`src/rtl/fpu_dispatch.sv`:
```
// Request/response front end for the fixed-point unit: holds one operation on the
// unit until it reports ready (or a timeout expires) and hands the result to writeback.
module fpu_dispatch #(
  parameter int WIDTH    = 32,
  parameter int TAG_W    = 5,
  parameter int MIN_WAIT = 2,
  parameter int TIMEOUT  = 64
) (
  input  logic             clk,
  input  logic             reset,
  input  logic             req_valid,
  output logic             req_ready,
  input  logic [1:0]       req_op,
  input  logic [WIDTH-1:0] req_a,
  input  logic [WIDTH-1:0] req_b,
  input  logic [TAG_W-1:0] req_rd,
  output logic [WIDTH-1:0] fpu_operand_1,
  output logic [WIDTH-1:0] fpu_operand_2,
  output logic [1:0]       fpu_operation,
  input  logic [WIDTH-1:0] fpu_result,
  input  logic             fpu_ready,
  output logic             rsp_valid,
  input  logic             rsp_ready,
  output logic [WIDTH-1:0] rsp_result,
  output logic [TAG_W-1:0] rsp_rd,
  output logic             rsp_error,
  output logic             busy
);

  localparam int CNT_W = (TIMEOUT > 2) ? $clog2(TIMEOUT) : 1;
  localparam logic [CNT_W-1:0] CNT_MAX  = CNT_W'(TIMEOUT - 1);
  localparam logic [CNT_W-1:0] CNT_MIN  = CNT_W'(MIN_WAIT);
  localparam logic [1:0]       FPU_ADD  = 2'd0;
  localparam logic [1:0]       FPU_SUB  = 2'd1;

  typedef enum logic [1:0] {IDLE, EXEC, RESP} state_t;

  state_t           state;
  logic [CNT_W-1:0] cnt;
  logic [TAG_W-1:0] rd_q;
  logic             short_op;
  logic             done;

  // fpu_operation holds the latched op throughout EXEC, so it doubles as the op register
  assign short_op  = (fpu_operation == FPU_ADD) || (fpu_operation == FPU_SUB);
  assign done      = fpu_ready && (short_op || (cnt >= CNT_MIN));
  assign req_ready = (state == IDLE);
  assign busy      = (state != IDLE);

  always_ff @(posedge clk or posedge reset) begin
    if (reset) begin
      state         <= IDLE;
      cnt           <= '0;
      rd_q          <= '0;
      fpu_operation <= FPU_ADD;
      fpu_operand_1 <= '0;
      fpu_operand_2 <= '0;
      rsp_valid     <= 1'b0;
      rsp_result    <= '0;
      rsp_rd        <= '0;
      rsp_error     <= 1'b0;
    end else begin
      case (state)
        IDLE: begin
          if (req_valid) begin
            state         <= EXEC;
            cnt           <= '0;
            rd_q          <= req_rd;
            fpu_operation <= req_op;
            fpu_operand_1 <= req_a;
            fpu_operand_2 <= req_b;
          end
        end
        EXEC: begin
          if (cnt != CNT_MAX) begin
            cnt <= cnt + CNT_W'(1);
          end
          // Completion takes priority over a timeout landing in the same cycle
          if (done || (cnt == CNT_MAX)) begin
            state         <= RESP;
            rsp_valid     <= 1'b1;
            rsp_result    <= done ? fpu_result : '0;
            rsp_error     <= ~done;
            rsp_rd        <= rd_q;
            fpu_operation <= FPU_ADD;
            fpu_operand_1 <= '0;
            fpu_operand_2 <= '0;
          end
        end
        RESP: begin
          if (rsp_ready) begin
            state     <= IDLE;
            rsp_valid <= 1'b0;
          end
        end
        default: state <= IDLE;
      endcase
    end
  end

endmodule

```
`config.mk`:
```
export PLATFORM = sky130hd
export DESIGN_NAME = fpu_dispatch
export DESIGN_NICKNAME = d
export VERILOG_FILES = /design/src/rtl/fpu_dispatch.sv
export SDC_FILE = /design/constraint.sdc
export NUM_CORES = 1
export LEC_CHECK = 0
export ABC_AREA = 1
export BUFFER_PORTS_ARGS = -buffer_cell sky130_fd_sc_hd__buf_4
export CORE_MARGIN = 5
export CORE_UTILIZATION = 47
export DETAILED_ROUTE_END_ITERATION = 10
export GPL_ROUTABILITY_DRIVEN = 0
export PLACE_DENSITY = 0.79
export SYNTH_ARGS = -nofsm -noshare
export SYNTH_HDL_FRONTEND = slang
export SYNTH_SLANG_ARGS = --single-unit
```
`constraint.sdc`:
```
create_clock -name clk -period 4.3 [get_ports clk]
set_input_delay 0.215 -clock clk [delete_from_list [all_inputs] [get_ports clk]]
set_output_delay 0.215 -clock clk [all_outputs]
set_load 0.02 [all_outputs]
```
### Yosys cells after proc, flatten, opt, wreduce, memory -nomap -nowiden

Cells that the tools add are included.
W data, S select, Z words.

| storage, ports and cells | value |
|---|---|
| output and inout bits | 107 |
| flip-flop bits (word level) | 118 |
| logic and storage cells | 56 |
| input port bits | 108 |

| operators by class | value |
|---|---|
| add/sub/neg operators | 1 |
| bitwise logic cells | 1 |
| magnitude comparators | 1 |
| multiplexer cells | 19 |
| equal/unequal tests | 9 |
| reduce and logical (&&, ||, !) cells | 15 |

Operators by type and width:

| operator | number |
|---|---|
| $mux W32 | 4 |
| $pmux W32 S2 | 2 |
| $mux W6 | 2 |
| $pmux W6 S2 | 1 |
| $reduce_and A3 Y1 | 4 |
| $mux W2 | 5 |
| $ne A2 B2 Y1 const B | 4 |
| $add A6 B1 Y6 const B | 1 |
| $eq A6 B6 Y1 const B | 1 |
| $ge A6 B2 Y1 const B | 1 |
| $ne A6 B6 Y1 const B | 1 |
| $pmux W2 S3 | 1 |
| $reduce_bool A2 Y1 | 3 |
| $eq A2 B1 Y1 const B | 2 |
| $logic_not A2 Y1 | 2 |
| $pmux W2 S2 | 1 |
| $reduce_and A2 Y1 | 2 |
| $logic_or A1 B1 Y1 | 3 |
| $eq A2 B2 Y1 const B | 1 |
| $mux W1 | 2 |
| $pmux W1 S2 | 1 |
| $logic_and A1 B1 Y1 | 1 |
| $not A1 Y1 | 1 |

### Depth between registers and ports, before layout

| logic depth | value |
|---|---|
| word-level depth | 7 |
| gate-level depth with buffers | 13 |
| gate-level depth less buffers | 11 |

### Worst setup path after synthesis

OpenSTA, ideal clock, no wires.

| path | value |
|---|---|
| path type | register -> register |
| start | register state[1] |
| end | register fpu_operand_2[10] |
| cell stages (with the launch flop) | 9 |
| buffers on the path | 2 |
| arrival | 1661 ps |
| required time | 4233 ps |
| period minus slack after synthesis | 1728 ps |
| setup slack | 2572 ps |
| library setup time | 67 ps |
| cell sequence | dfrtp_1 > nor2_1 > inv_2 > or2_1 > nand3_1 > buf_4 > buf_6 > nand2_1 > nand2_1 |

| between the ends | value |
|---|---|
| word-level cells in the longest chain between the ends | 3 |
| elaborated cells between the ends (all ways) | 7 |
| those cells by class | eq/ne: 3; mux: 1; reduce/logical: 3 |

Ends and longest elaborated chain:

| item | RTL line | text |
|---|---|---|
| start: declaration | 38 | `state_t state;` |
| start signal: assignment | 52 | `state <= IDLE;` |
| start signal: assignment | 66 | `state <= EXEC;` |
| start signal: assignment | 80 | `state <= RESP;` |
| $logic_not A2 Y1 * | n/a |  |
| via req_ready | 12 | `output logic req_ready,` |
| $ne A2 B2 Y1 (no source line) or $reduce_bool A2 Y1 (tied branches) | n/a |  |
| $reduce_and A3 Y1 (no source line) | n/a |  |
| end signal: assignment | 71 | `fpu_operand_2 <= req_b;` |
| end: declaration | 18 | `output logic [WIDTH-1:0] fpu_operand_2,` |

The timed path passes the listed nets; every way through them passes the cells marked *.
A chain may end at the register's enable or synchronous reset.

### Worst setup path after layout

| path | value |
|---|---|
| start | register cnt[0] |
| end | register rsp_result[2] |

| between the ends | value |
|---|---|
| word-level cells in the longest chain between the ends | 5 |
| elaborated cells between the ends (all ways) | 7 |
| those cells by class | order compare: 1; eq/ne: 1; mux: 1; reduce/logical: 4 |

Ends and longest elaborated chain:

| item | RTL line | text |
|---|---|---|
| start: declaration | 39 | `logic [CNT_W-1:0] cnt;` |
| start signal: assignment | 76 | `cnt <= cnt + CNT_W'(1);` |
| $ge A6 B2 Y1 | 46 | `assign done = fpu_ready && (short_op \|\| (cnt >= CNT_MIN));` |
| $logic_or A1 B1 Y1 | 46 |  |
| $logic_and A1 B1 Y1 | 46 |  |
| $logic_or A1 B1 Y1 | 79 | `if (done \|\| (cnt == CNT_MAX)) begin` |
| $reduce_and A2 Y1 (no source line) | n/a |  |
| end signal: assignment | 82 | `rsp_result <= done ? fpu_result : '0;` |
| end: declaration | 24 | `output logic [WIDTH-1:0] rsp_result,` |

Several ways; a longest one is shown, not always the timed one.

==> out/qor.yml <==
yosys.area_share.adder_pct: 0.5112
ys_seq_elements: 118
hold_slack_ps: -37.20
syn_area_per_cell_sq_um: 8.916
outcome: "finished with violations"
firstDrtPassIters: 5
grt_use_total_pct: 26.81
power_frac_comb_pct: 43.4
synth-simple-area-share_pct: 26.99
routedWlPerCell_um: 16.71
post_cts_buffers: 0
period_share_pct: 59.02
worst-path-max-fanout: 39
ys_types: 21
layout-drive-gt1-share_pct: 28.98
via_per_inst: 5.116
cp_top_family: "simple AND/OR/NAND/NOR gates"
synthXorXnorAreaFrac_pct: 0.3579
syn_area_sq_um: 4895
violations: "hold timing"
dieHeight_um: 112.1
syn2layout_area_growth_pct: 64.95
pin_count: 215
switching_power_w: 0.002123
overflow: 0
post-dp-hpwl_um: 9881
nNetsFinal: 965
clock_latency_ps: 500
finalCriticalPeriod_ps: 2538
p_clk_share_pct: 22.8
synth_area_leaders: "dfrtp_1, nand2_1, nand4_1"
power.leakage_nw: 4.407
arrival_ps: 2920
worst_pin_slew_ps: 1264
synth_largest_area_cell: "dfrtp_1"
fin_skew_ps: 9.529
dieWidth_um: 112.1
grt_pass1_vias: 5442
synth-async-reset-ratio_pct: 100.0
core-area_sq_um: 10230
setup.worst_path.class: "flip-flop to flip-flop"
vdd_ir_drop_max_v: 0.0005761
n_fill_cell: 609
die-area_sq_um: 12560
finalWirelength_um: 16760
fin_tns_setup_ps: 0
cts_inserted_buffers: 17
p_int_w: 0.003071
htree_levels: 4
ant_nets: 0
first_iter_violations: 478
worstPathRequired_ps: 4680
maxCapViolCount: 0
start_util_pct: 47.84
slowest_stage: "nand2_1"
yosysSeqAreaShare_pct: 60.33
synth_mux_area_share_pct: 0
clock_path_buffers: 2
grt_antenna_before_repair: 1
synth_top_area_share_pct: 60.33
synth_top_family_by_area: "simple AND/OR/NAND/NOR gates"
placed_cell_area_sq_um: 6531
synth_compound_area_share_pct: 4.422
path_buf_inv: 2
setup_violations: 0
rsz0062_at_grt: "false"
cts_tree: "built"
io_buffers: 214
finish.utilization_pct: 78.92
netlist_instances: 549
max_stage_delay_ps: 910
cp-end-kind: "flip-flop"
cp-start-kind: "flip-flop"
fmax_ghz: 0.3940
vias: 5131
syn_nets: 659
grt_max_degree: 89
slew_headroom_pct: 15.53
p_total_w: 0.005193
grt_first_pass_wirelength_um: 26940
finalHoldViolations: 32
drc: 0
ys_warn_count: 0
path_cells: "inv_1 > ha_1 > inv_1 > nand2_1 > nor2_1 > nand2_1 > nand2_1 > nand2_1 > nand2_1 > nand2_1 > o21ai_1"
cts_resized: 0
cts_sinks: 118
finalMaxSlewViolations: 0
seqPwrFrac_pct: 33.8
fin_area_sq_um: 8074
swShare_pct: 40.87
cts_root_buf: "clkbuf_8"
synth_edf_count: 0
cp_common_cell: "nand2_1"
cts.clk_slew.worst_paths_ps: 50
powerDensity_nw_per_um2: 643.2
hold_class: "primary input to async pin"
ys.flop_type: "dfrtp_1"
rows: 37
[Yosys cell counts, drive strengths merged (2+ instances only)]
cell / instances
ha: 2
dfrtp: 118
nand2: 216
inv: 49
nand4: 67
nand3: 5
clkbuf: 24
nor2: 12
buf: 11
a21oi: 2
xor2: 2
o21ai: 37
[final timing paths]
check / startpoint / end / slack (ps) / cells past startpoint
worst min-delay path: reset / fpu_operand_1[13] / -40 / 2
worst max-delay path: cnt[0] / rsp_result[2] / 1760 / 11
min in group clk: fpu_ready / state[0] / 50 / 4
max in group asynchronous: reset / fpu_operand_2[9] / 3300 / 3
worst max register to register: cnt[0] / rsp_result[2] / 1760 / 11
worst min register to register: fpu_operand_2[26] / fpu_operand_2[26] / 470 / 2
[repair_timing]
action	4_1_cts	5_1_grt
hold buffers	104	0
hold endpoints to repair	104	0
endpoints found under the setup margin	0	0
[per-layer routing]
| layer | wire (um) | GRT usage (%) |
|---|---|---|
| met1 | 6158 | 29.35 |
| met2 | 8935 | 48.12 |
| met3 | 897 | 6.685 |
| met4 | 771 | 13.78 |
| met5 | 0 | 0 |
[flip-flops by register name, summed over array words and instances (netlist names)]
register	flops
fpu_operand_2	32
rsp_result	32
rsp_valid	1
fpu_operand_1	32
fpu_operation	2
rsp_error	1
cnt	6
rsp_rd	5
state	2
rd_q	5
[placed cells by master (no fill, tap or decap), drive strengths merged]
master       netlist  layout
buf               11     218
nand2            216     216
dfrtp            118     118
dlygate4sd3        0     104
nand4             67      67
inv               49      49
o21ai             37      37
clkbuf            24      25
nor2              12      12
clkinv             0       5
nand3              5       5
a21oi              2       2
xor2               2       2
ha                 2       2
diode              0       1
or2                1       1
o22ai              1       1
o21bai             1       1
o31ai              1       1
[cell families after synthesis]
logic type	Yosys count
and+or+nand+nor	301
DFF	118
xor gates and xnor gates	2
adders and majority gates	2
AOI/OAI and AO/OA	42
buffers and inverters	84
[power by group through the flow]
stage	Sequential (W)	Combinational (W)	Clock (W)
after floorplan	0.00213	0.000888	0
after global placement	0.00173	0.00209	0
after detailed placement	0.00175	0.00215	0
after CTS	0.00174	0.00224	0.00120
after global routing	0.00180	0.00243	0.00126
final	0.00175	0.00226	0.00118
[final cells by class]
type / instances / area (sq um) / area share (%)
Antenna cell: 1 / 2.502 / 0.03099
Clock buffer: 25 / 474.2 / 5.873
Clock inverter: 5 / 25.02 / 0.3099
Inverter: 49 / 186.4 / 2.309
Multi-Input combinational cell: 347 / 1585 / 19.63
Sequential cell: 118 / 2953 / 36.57
Tap cell: 136 / 170.2 / 2.108
Timing Repair Buffer: 322 / 2678 / 33.16
[stage by stage]
stage                     instances  setup slack (ps)
after floorplan                 549             955.9
after global placement          868              1985
after detailed placement        868              1885
after CTS                      1002              1819
after global routing           1003              1503
final                          1003              1762
No activity file was read; power rests on OpenSTA's default activity.
